**config.mk**
```make
export PLATFORM = sky130hd
export DESIGN_NAME = mem_arbiter_flat
export DESIGN_NICKNAME = d
export VERILOG_FILES = /design/src/rtl/mem_arbiter_if.sv /design/src/rtl/mem_arbiter.sv /design/src/flat_wrapper.sv
export SDC_FILE = /design/constraint.sdc
export NUM_CORES = 1
export LEC_CHECK = 0
export CAP_MARGIN = 20
export CORE_UTILIZATION = 40
export DETAILED_ROUTE_END_ITERATION = 8
export PLACE_DENSITY = 0.77
export SLEW_MARGIN = 20
export SYNTH_ARGS = -nofsm -noshare
export SYNTH_HDL_FRONTEND = slang
export SYNTH_SLANG_ARGS = --single-unit
```
**constraint.sdc**
```tcl
create_clock -name clk -period 3.72 [get_ports clk]
set_clock_uncertainty 0.15 [all_clocks]
set_input_delay 0.372 -clock clk [delete_from_list [all_inputs] [get_ports clk]]
set_output_delay 0.372 -clock clk [all_outputs]
set_load 0.01 [all_outputs]
```
**src/rtl/mem_arbiter_if.sv**
```systemverilog
// Bus bundle between the core's fetch/data ports, the arbiter and the memory macro.
// slave is the arbiter's view; master is the core-plus-memory side.
interface mem_arbiter_if;
  logic        if_req;
  logic [31:0] if_addr;
  logic        if_ready;
  logic [31:0] if_rdata;

  logic        d_req;
  logic        d_we;
  logic [31:0] d_addr;
  logic [31:0] d_wdata;
  logic        d_ready;
  logic [31:0] d_rdata;

  logic        mem_en;
  logic        mem_we;
  logic [31:0] mem_addr;
  logic [31:0] mem_wdata;
  logic [31:0] mem_rdata;

  logic        busy;
  logic        grant_d;

  modport slave (
    input  if_req, if_addr, d_req, d_we, d_addr, d_wdata, mem_rdata,
    output if_ready, if_rdata, d_ready, d_rdata,
    output mem_en, mem_we, mem_addr, mem_wdata, busy, grant_d
  );

  modport master (
    output if_req, if_addr, d_req, d_we, d_addr, d_wdata, mem_rdata,
    input  if_ready, if_rdata, d_ready, d_rdata,
    input  mem_en, mem_we, mem_addr, mem_wdata, busy, grant_d
  );
endinterface

```
**src/rtl/mem_arbiter.sv**
```systemverilog
// Shares one single-port synchronous memory between instruction fetch and data
// load/store, one access at a time, with an issue/wait/respond sequence.
module mem_arbiter #(
  parameter int unsigned MEM_LAT = 2
) (
  input logic          clk,
  input logic          rst,
  mem_arbiter_if.slave bus
);

  localparam logic [1:0] StIdle  = 2'd0;
  localparam logic [1:0] StIssue = 2'd1;
  localparam logic [1:0] StWait  = 2'd2;
  localparam logic [1:0] StResp  = 2'd3;

  localparam logic [3:0] WaitLoad = 4'(MEM_LAT - 1);

  logic [1:0]  state_q, state_d;
  logic        pri_d_q, pri_d_d;
  logic [3:0]  wait_cnt_q, wait_cnt_d;
  logic        owner_q, owner_d;
  logic        we_q, we_d;
  logic [31:0] addr_q, addr_d;
  logic [31:0] wdata_q, wdata_d;
  logic [31:0] if_rdata_q, if_rdata_d;
  logic [31:0] d_rdata_q, d_rdata_d;
  logic        grant_data;
  logic        in_access;

  always_comb begin
    state_d    = state_q;
    pri_d_d    = pri_d_q;
    wait_cnt_d = wait_cnt_q;
    owner_d    = owner_q;
    we_d       = we_q;
    addr_d     = addr_q;
    wdata_d    = wdata_q;
    if_rdata_d = if_rdata_q;
    d_rdata_d  = d_rdata_q;
    grant_data = 1'b0;

    case (state_q)
      StIdle: begin
        if (bus.if_req || bus.d_req) begin
          // Under contention pri_d picks the winner; the loser gets priority next.
          grant_data = bus.d_req && (!bus.if_req || pri_d_q);
          owner_d    = grant_data;
          pri_d_d    = !grant_data;
          we_d       = grant_data && bus.d_we;
          addr_d     = grant_data ? bus.d_addr : bus.if_addr;
          wdata_d    = grant_data ? bus.d_wdata : 32'h0;
          state_d    = StIssue;
        end
      end
      StIssue: begin
        wait_cnt_d = WaitLoad;
        state_d    = StWait;
      end
      StWait: begin
        if (wait_cnt_q == 4'd0) begin
          state_d = StResp;
          if (!we_q) begin
            if (owner_q) begin
              d_rdata_d = bus.mem_rdata;
            end else begin
              if_rdata_d = bus.mem_rdata;
            end
          end
        end else begin
          wait_cnt_d = wait_cnt_q - 4'd1;
        end
      end
      default: begin
        state_d = StIdle;
      end
    endcase
  end

  always_ff @(posedge clk) begin
    if (rst) begin
      state_q    <= StIdle;
      pri_d_q    <= 1'b1;
      wait_cnt_q <= 4'd0;
      owner_q    <= 1'b0;
      we_q       <= 1'b0;
      addr_q     <= 32'h0;
      wdata_q    <= 32'h0;
      if_rdata_q <= 32'h0;
      d_rdata_q  <= 32'h0;
    end else begin
      state_q    <= state_d;
      pri_d_q    <= pri_d_d;
      wait_cnt_q <= wait_cnt_d;
      owner_q    <= owner_d;
      we_q       <= we_d;
      addr_q     <= addr_d;
      wdata_q    <= wdata_d;
      if_rdata_q <= if_rdata_d;
      d_rdata_q  <= d_rdata_d;
    end
  end

  // Address/data stay on the bus for the whole issue+wait window, zero otherwise.
  assign in_access     = (state_q == StIssue) || (state_q == StWait);
  assign bus.mem_en    = (state_q == StIssue);
  assign bus.mem_we    = (state_q == StIssue) && we_q;
  assign bus.mem_addr  = in_access ? addr_q : 32'h0;
  assign bus.mem_wdata = in_access ? wdata_q : 32'h0;

  assign bus.if_ready  = (state_q == StResp) && !owner_q;
  assign bus.d_ready   = (state_q == StResp) && owner_q;
  assign bus.if_rdata  = if_rdata_q;
  assign bus.d_rdata   = d_rdata_q;
  assign bus.busy      = (state_q != StIdle);
  assign bus.grant_d   = owner_q;

endmodule
```
**src/flat_wrapper.sv**
```systemverilog
// flat-port wrapper written by rule: the top's interface ports become plain ports
module mem_arbiter_flat 
#(
  parameter int unsigned MEM_LAT = 2
)
  (clk, rst, bus_if_req, bus_if_addr, bus_d_req, bus_d_we, bus_d_addr, bus_d_wdata, bus_mem_rdata, bus_if_ready, bus_if_rdata, bus_d_ready, bus_d_rdata, bus_mem_en, bus_mem_we, bus_mem_addr, bus_mem_wdata, bus_busy, bus_grant_d);
  mem_arbiter_if bus_i ();
  input logic clk;
  input logic rst;
  input wire logic [$bits(bus_i.if_req)-1:0] bus_if_req;
  input wire logic [$bits(bus_i.if_addr)-1:0] bus_if_addr;
  input wire logic [$bits(bus_i.d_req)-1:0] bus_d_req;
  input wire logic [$bits(bus_i.d_we)-1:0] bus_d_we;
  input wire logic [$bits(bus_i.d_addr)-1:0] bus_d_addr;
  input wire logic [$bits(bus_i.d_wdata)-1:0] bus_d_wdata;
  input wire logic [$bits(bus_i.mem_rdata)-1:0] bus_mem_rdata;
  output wire logic [$bits(bus_i.if_ready)-1:0] bus_if_ready;
  output wire logic [$bits(bus_i.if_rdata)-1:0] bus_if_rdata;
  output wire logic [$bits(bus_i.d_ready)-1:0] bus_d_ready;
  output wire logic [$bits(bus_i.d_rdata)-1:0] bus_d_rdata;
  output wire logic [$bits(bus_i.mem_en)-1:0] bus_mem_en;
  output wire logic [$bits(bus_i.mem_we)-1:0] bus_mem_we;
  output wire logic [$bits(bus_i.mem_addr)-1:0] bus_mem_addr;
  output wire logic [$bits(bus_i.mem_wdata)-1:0] bus_mem_wdata;
  output wire logic [$bits(bus_i.busy)-1:0] bus_busy;
  output wire logic [$bits(bus_i.grant_d)-1:0] bus_grant_d;
  assign bus_i.if_req = bus_if_req;
  assign bus_i.if_addr = bus_if_addr;
  assign bus_i.d_req = bus_d_req;
  assign bus_i.d_we = bus_d_we;
  assign bus_i.d_addr = bus_d_addr;
  assign bus_i.d_wdata = bus_d_wdata;
  assign bus_i.mem_rdata = bus_mem_rdata;
  assign bus_if_ready = bus_i.if_ready;
  assign bus_if_rdata = bus_i.if_rdata;
  assign bus_d_ready = bus_i.d_ready;
  assign bus_d_rdata = bus_i.d_rdata;
  assign bus_mem_en = bus_i.mem_en;
  assign bus_mem_we = bus_i.mem_we;
  assign bus_mem_addr = bus_i.mem_addr;
  assign bus_mem_wdata = bus_i.mem_wdata;
  assign bus_busy = bus_i.busy;
  assign bus_grant_d = bus_i.grant_d;
  mem_arbiter #(.MEM_LAT(MEM_LAT)) u_core (.clk(clk), .rst(rst), .bus(bus_i));
endmodule
```
## Word level (Yosys, flattened, before mapping)

Cells that the tools add are included.

| word-level totals | value |
|---|---|
| logic and storage cells | 47 |
| memories | 0 |
| flip-flop bits (word level) | 137 |
| bits in latches | 0 |
| output and inout port bits | 134 |
| bits in writable memories | 0 |
| ROM bits | 0 |

| cells by class | value |
|---|---|
| mux-type cells | 9 |
| reduce and logical (&&, ||, !) cells | 20 |
| multipliers | 0 |
| divide/modulo/power cells | 0 |
| equal/unequal tests | 6 |
| add/subtract/negate cells | 1 |
| order comparisons | 0 |
| shifts and indexed selects | 0 |
| bitwise logic cells | 2 |

Operators by type and width:

| cell | count |
|---|---|
| $mux 32 | 4 |
| $pmux 4 s2 | 1 |
| $reduce_and 4->1 | 2 |
| $pmux 2 s3 | 1 |
| $reduce_and 2->1 | 3 |
| $logic_and 1x1->1 | 5 |
| $eq 2x2->1 const B | 2 |
| $logic_not 4->1 | 1 |
| $mux 2 | 2 |
| $mux 4 | 1 |
| $ne 2x1->1 const B | 2 |
| $reduce_bool 2->1 | 2 |
| $sub 4x1->4 const B | 1 |
| $logic_not 1->1 | 3 |
| $logic_or 1x1->1 | 3 |
| $eq 2x1->1 const B | 1 |
| $logic_not 2->1 | 1 |
| $ne 2x2->1 const B | 1 |
| $not 1->1 | 2 |

## Longest topological paths before layout

| logic depth | value |
|---|---|
| depth in word-level cells | 4 |
| mapped depth | 7 |
| gate-level depth less buffers | 5 |

## Least setup slack after synthesis

OpenSTA, ideal clock, no wires.

| timing | value |
|---|---|
| path type | register to output |
| start | register u_core.state_q[0] |
| end | output port bus_mem_addr[0] |
| required time | 3.198 ns |
| path buffers | 2 |
| data arrival time | 1.345 ns |
| stages on the path, launching flop included | 6 |
| slack | 1.853 ns |
| cell sequence | dfxtp_1 inv_1 ha_1 clkbuf_1 clkbuf_1 and2_1 |

| between the ends | value |
|---|---|
| cells in the longest elaborated chain, start to end | 3 |

Ends and longest elaborated chain:

| what | line | text |
|---|---|---|
| start: declaration | mem_arbiter.sv:18 | `logic [1:0] state_q, state_d;` |
| start signal: assignment | mem_arbiter.sv:81 | `state_q <= StIdle;` |
| start signal: assignment | mem_arbiter.sv:91 | `state_q <= state_d;` |
| $eq 2x1->1 / $eq 2x2->1 (equally long branches) | mem_arbiter.sv:104 | `assign in_access = (state_q == StIssue) \|\| (state_q == StWait);` |
| $logic_or 1x1->1 * | mem_arbiter.sv:104 |  |
| $mux 32 * | mem_arbiter.sv:107 | `assign bus.mem_addr = in_access ? addr_q : 32'h0;` |
| end: declaration | flat_wrapper.sv:23 | `output wire logic [$bits(bus_i.mem_addr)-1:0] bus_mem_addr;` |

Every way passes the cells marked *; elsewhere a longest branch is shown, timed or not.

## Worst setup path in the final report

| timing | value |
|---|---|
| start | register u_core.state_q[1] |
| end | output port bus_mem_addr[30] |

The elaborated chain is that of the path after synthesis.

==> impl_metrics.py <==
metrics = {
    "power_and_ir_drop": {
        "power_leakage_nw": 3.50,
        "p_seq_share_pct": 33.7,
        "peakVddDrop_uv": 376,
        "p_sw_mw": 1.82,
        "pwr-share-comb_pct": 35.5,
        "switching_share_pct": 32.9,
        "p_per_area_nw_per_um2": 585,
        "power.internal_mw": 3.71,
        "pwr-share-clk_pct": 30.8,
    },
    "yosys": {
        "synth.distinct_cells": 38,
        "yosysSeqAreaShare_pct": 44.9,
        "synth_area_um2": 6110,
        "ys.flop_type": "dfxtp_1",
        "synth-seq-cells": 137,
        "synth.most_common_cell": "dfxtp_1",
        "synth_edf_count": 0,
        "synth_warnings": 0,
        "syn_nets": 781,
        "synth_largest_area_cell": "dfxtp_1",
        "synth.top_cell.area_share_pct": 44.9,
        "yosys-top-cells-area": "dfxtp_1, mux2i_1, nand2b_1, and2_1, a32oi_1",
        "synthTopCellsByCount": "dfxtp_1, nand2b_1, and2_1, mux2i_1, clkbuf_1",
        "ys_async_sr_fraction_pct": 0,
        "syn_avg_cell_area_um2": 9.52,
        "syn_inst": 642,
    },
    "layout": {
        "n_antenna_cell": 0,
        "drive_above_1_share_pct": 5.86,
        "syn_to_final_growth_pct": 54.5,
        "final_area_um2": 9450,
        "final_util_pct": 64.3,
        "fin_nets": 1014,
        "final_cells": 1072,
    },
    "clocking": {
        "cts.sinks": 137,
        "cts_hold_buf": 0,
        "clkTransAtPathRegs_ps": 60,
        "cts_root_buffer": "clkbuf_16",
        "insertion_delay_ps": 410,
        "post_cts_buffers": 0,
        "cts_buffers": 17,
        "cts_tree": "yes",
        "postCtsResizedCells": 0,
        "htreeDepth": 4,
        "clockBufferDepth": 2,
    },
    "grt": {
        "grt_pass1_wl_um": 28600,
        "grt_overflow": 0,
        "grtUsageTotal_pct": 22.8,
        "grt_max_degree": 118,
        "grt_pass1_vias": 5703,
        "antenna_found_initial": 0,
    },
    "job": {
        "max_cap_violations": 0,
    },
    "detailed_routing": {
        "post_drt_wl_per_cell_um": 16.7,
        "antenna_left": 0,
        "drt_pre_antenna_iters": 9,
        "vias": 5630,
        "drc_errors": 17,
        "routed_wl_um": 17900,
        "drt_iter0_markers": 313,
        "vias_per_cell": 5.25,
    },
    "floorplanning": {
        "die_h_um": 126,
        "die-area_um2": 15800,
        "row_count": 44,
        "ios": 267,
        "start_util_pct": 41.6,
        "coreArea_um2": 14700,
        "die_w_um": 126,
    },
    "critical_path": {
        "slowest_stage": "clkdlybuf4s50_1",
        "critPathMaxFanout": 65,
        "arrival_ps": 2410,
        "critPathMaxStageDelay_ps": 560,
        "required_ps": 3200,
        "start_kind": "flop",
        "worstPathCellList": "inv_1 -> ha_1 -> buf_4 -> and2_1 -> clkdlybuf4s50_1",
        "crit_type": "flop to output port",
        "cp-end-kind": "output port",
    },
    "timing": {
        "hold_violations": 0,
        "maxSlewHeadroom_pct": 27.1,
        "fin_crit_ps": 2930,
        "min_period_over_period_pct": 78.8,
        "rsz0062_at_grt": "no",
        "fin_setup_tns_ps": 0,
        "setup_viol": 0,
        "tightest_slew_ps": 1090,
        "timing.fmax_ghz": 0.341,
        "slew_violations": 0,
    },
    "place": {
        "placed_cells": 1040,
        "dp_hpwl_um": 12400,
        "io_buffers": 266,
        "gp_congestion": 0.826,
        "dpl-instance-area_um2": 8840,
    },
    "run_status": {
        "outcome": "complete, but fails checks",
        "violations": "design-rule violations",
    },
    "min_path": {
        "hp-class": "flop to flop",
    },
}
==> cell usage in the layout (no fill, tap or decap), drive strengths merged, types with 2 or more instances in the layout <==
master         Yosys  routed
clkbuf            45      20
a21oi             37      37
nand4             33      33
nand2             33      33
dfxtp            137     137
nand2b           101     101
and2              66      66
clkinvlp           0       4
clkinv             0       5
inv                5       5
ha                 6       6
o2bb2ai           32      32
o21ai              4       4
nor4               2       2
nand3b             2       2
buf               18      13
nor2               4       4
clkdlybuf4s50      0     264
a32oi             33      33
mux2i             66      66
nor2b              4       4
bufinv             0       3
==> routing by layer <==
| layer | vias up | global-route usage (%) | wire length (um) |
|---|---|---|---|
| met5 | - | 0 | 0 |
| met4 | 0 | 11.9 | 612 |
| met3 | 39 | 7.73 | 1510 |
| met2 | 246 | 38.5 | 8510 |
| met1 | 2611 | 25.6 | 7240 |
| li1 | 2734 | - | - |
==> worst paths after layout <==
| check | start | end | slack [ps] | depth (start not counted) |
|---|---|---|---|---|
| worst max-delay path | u_core.state_q[1] | bus_mem_addr[30] | 790 | 5 |
| worst min-delay path | u_core.wdata_q[15] | u_core.wdata_q[15] | 300 | 2 |
| worst max register to register | u_core.state_q[0] | u_core.bus.if_rdata[28] | 1160 | 5 |
| worst min register to register | u_core.wdata_q[15] | u_core.wdata_q[15] | 300 | 2 |
==> stage by stage <==
step | hold slack, ps | setup slack, ps | total power, mW
after floorplan | 275 | 1850 | 2.98
after global placement | 286 | 1190 | 3.81
after detailed placement | 291 | 1170 | 3.86
after CTS | 302 | 736 | 5.58
after global routing | 322 | 604 | 5.84
final | 300 | 789 | 5.53
==> sequential cells by signal, indices dropped and copies added (netlist names) <==
name                 count
u_core.pri_d_q           1
u_core.bus.d_rdata      32
u_core.wdata_q          32
u_core.wait_cnt_q        4
u_core.we_q              1
u_core.state_q           2
u_core.addr_q           32
u_core.bus.grant_d       1
u_core.bus.if_rdata     32
==> logic make-up after synthesis <==
| kind of cell | after synthesis | synth area share, % |
|---|---|---|
| AND/OR/NAND/NOR | 252 | 24.8 |
| flip-flops | 137 | 44.9 |
| AO/OA/AOI/OAI | 113 | 13.6 |
| buffers and inverters | 68 | 4.67 |
| multiplexers | 66 | 10.8 |
| adder cells (fa/ha/maj) | 6 | 1.23 |
==> worst max-delay path, delay by kind of cell (launching register included) <==
family	cells	cell delay [ps]
DFF	1	400
adders and majority gates	1	280
and+or+nand+nor	1	220
buffers and inverters	3	1080
==> power groups by stage <==
stage | clock network [mW] | logic (mW) | registers (mW)
final | 1.70 | 1.96 | 1.86
after global routing | 1.82 | 2.13 | 1.89
after global placement | 0 | 1.93 | 1.88
after floorplan | 0 | 1.10 | 1.88
after detailed placement | 0 | 1.97 | 1.89
after CTS | 1.74 | 1.98 | 1.86
==> cell type report <==
cell class,instances,area [um2]
fill,1166,5250
multi-input combinational,437,3110
sequential,137,2740
timing repair buffer,277,2740
clock buffer,20,457
tap,184,230
clock inverter,12,149
inverter,5,18.8
(Power assumes the default switching activity.)
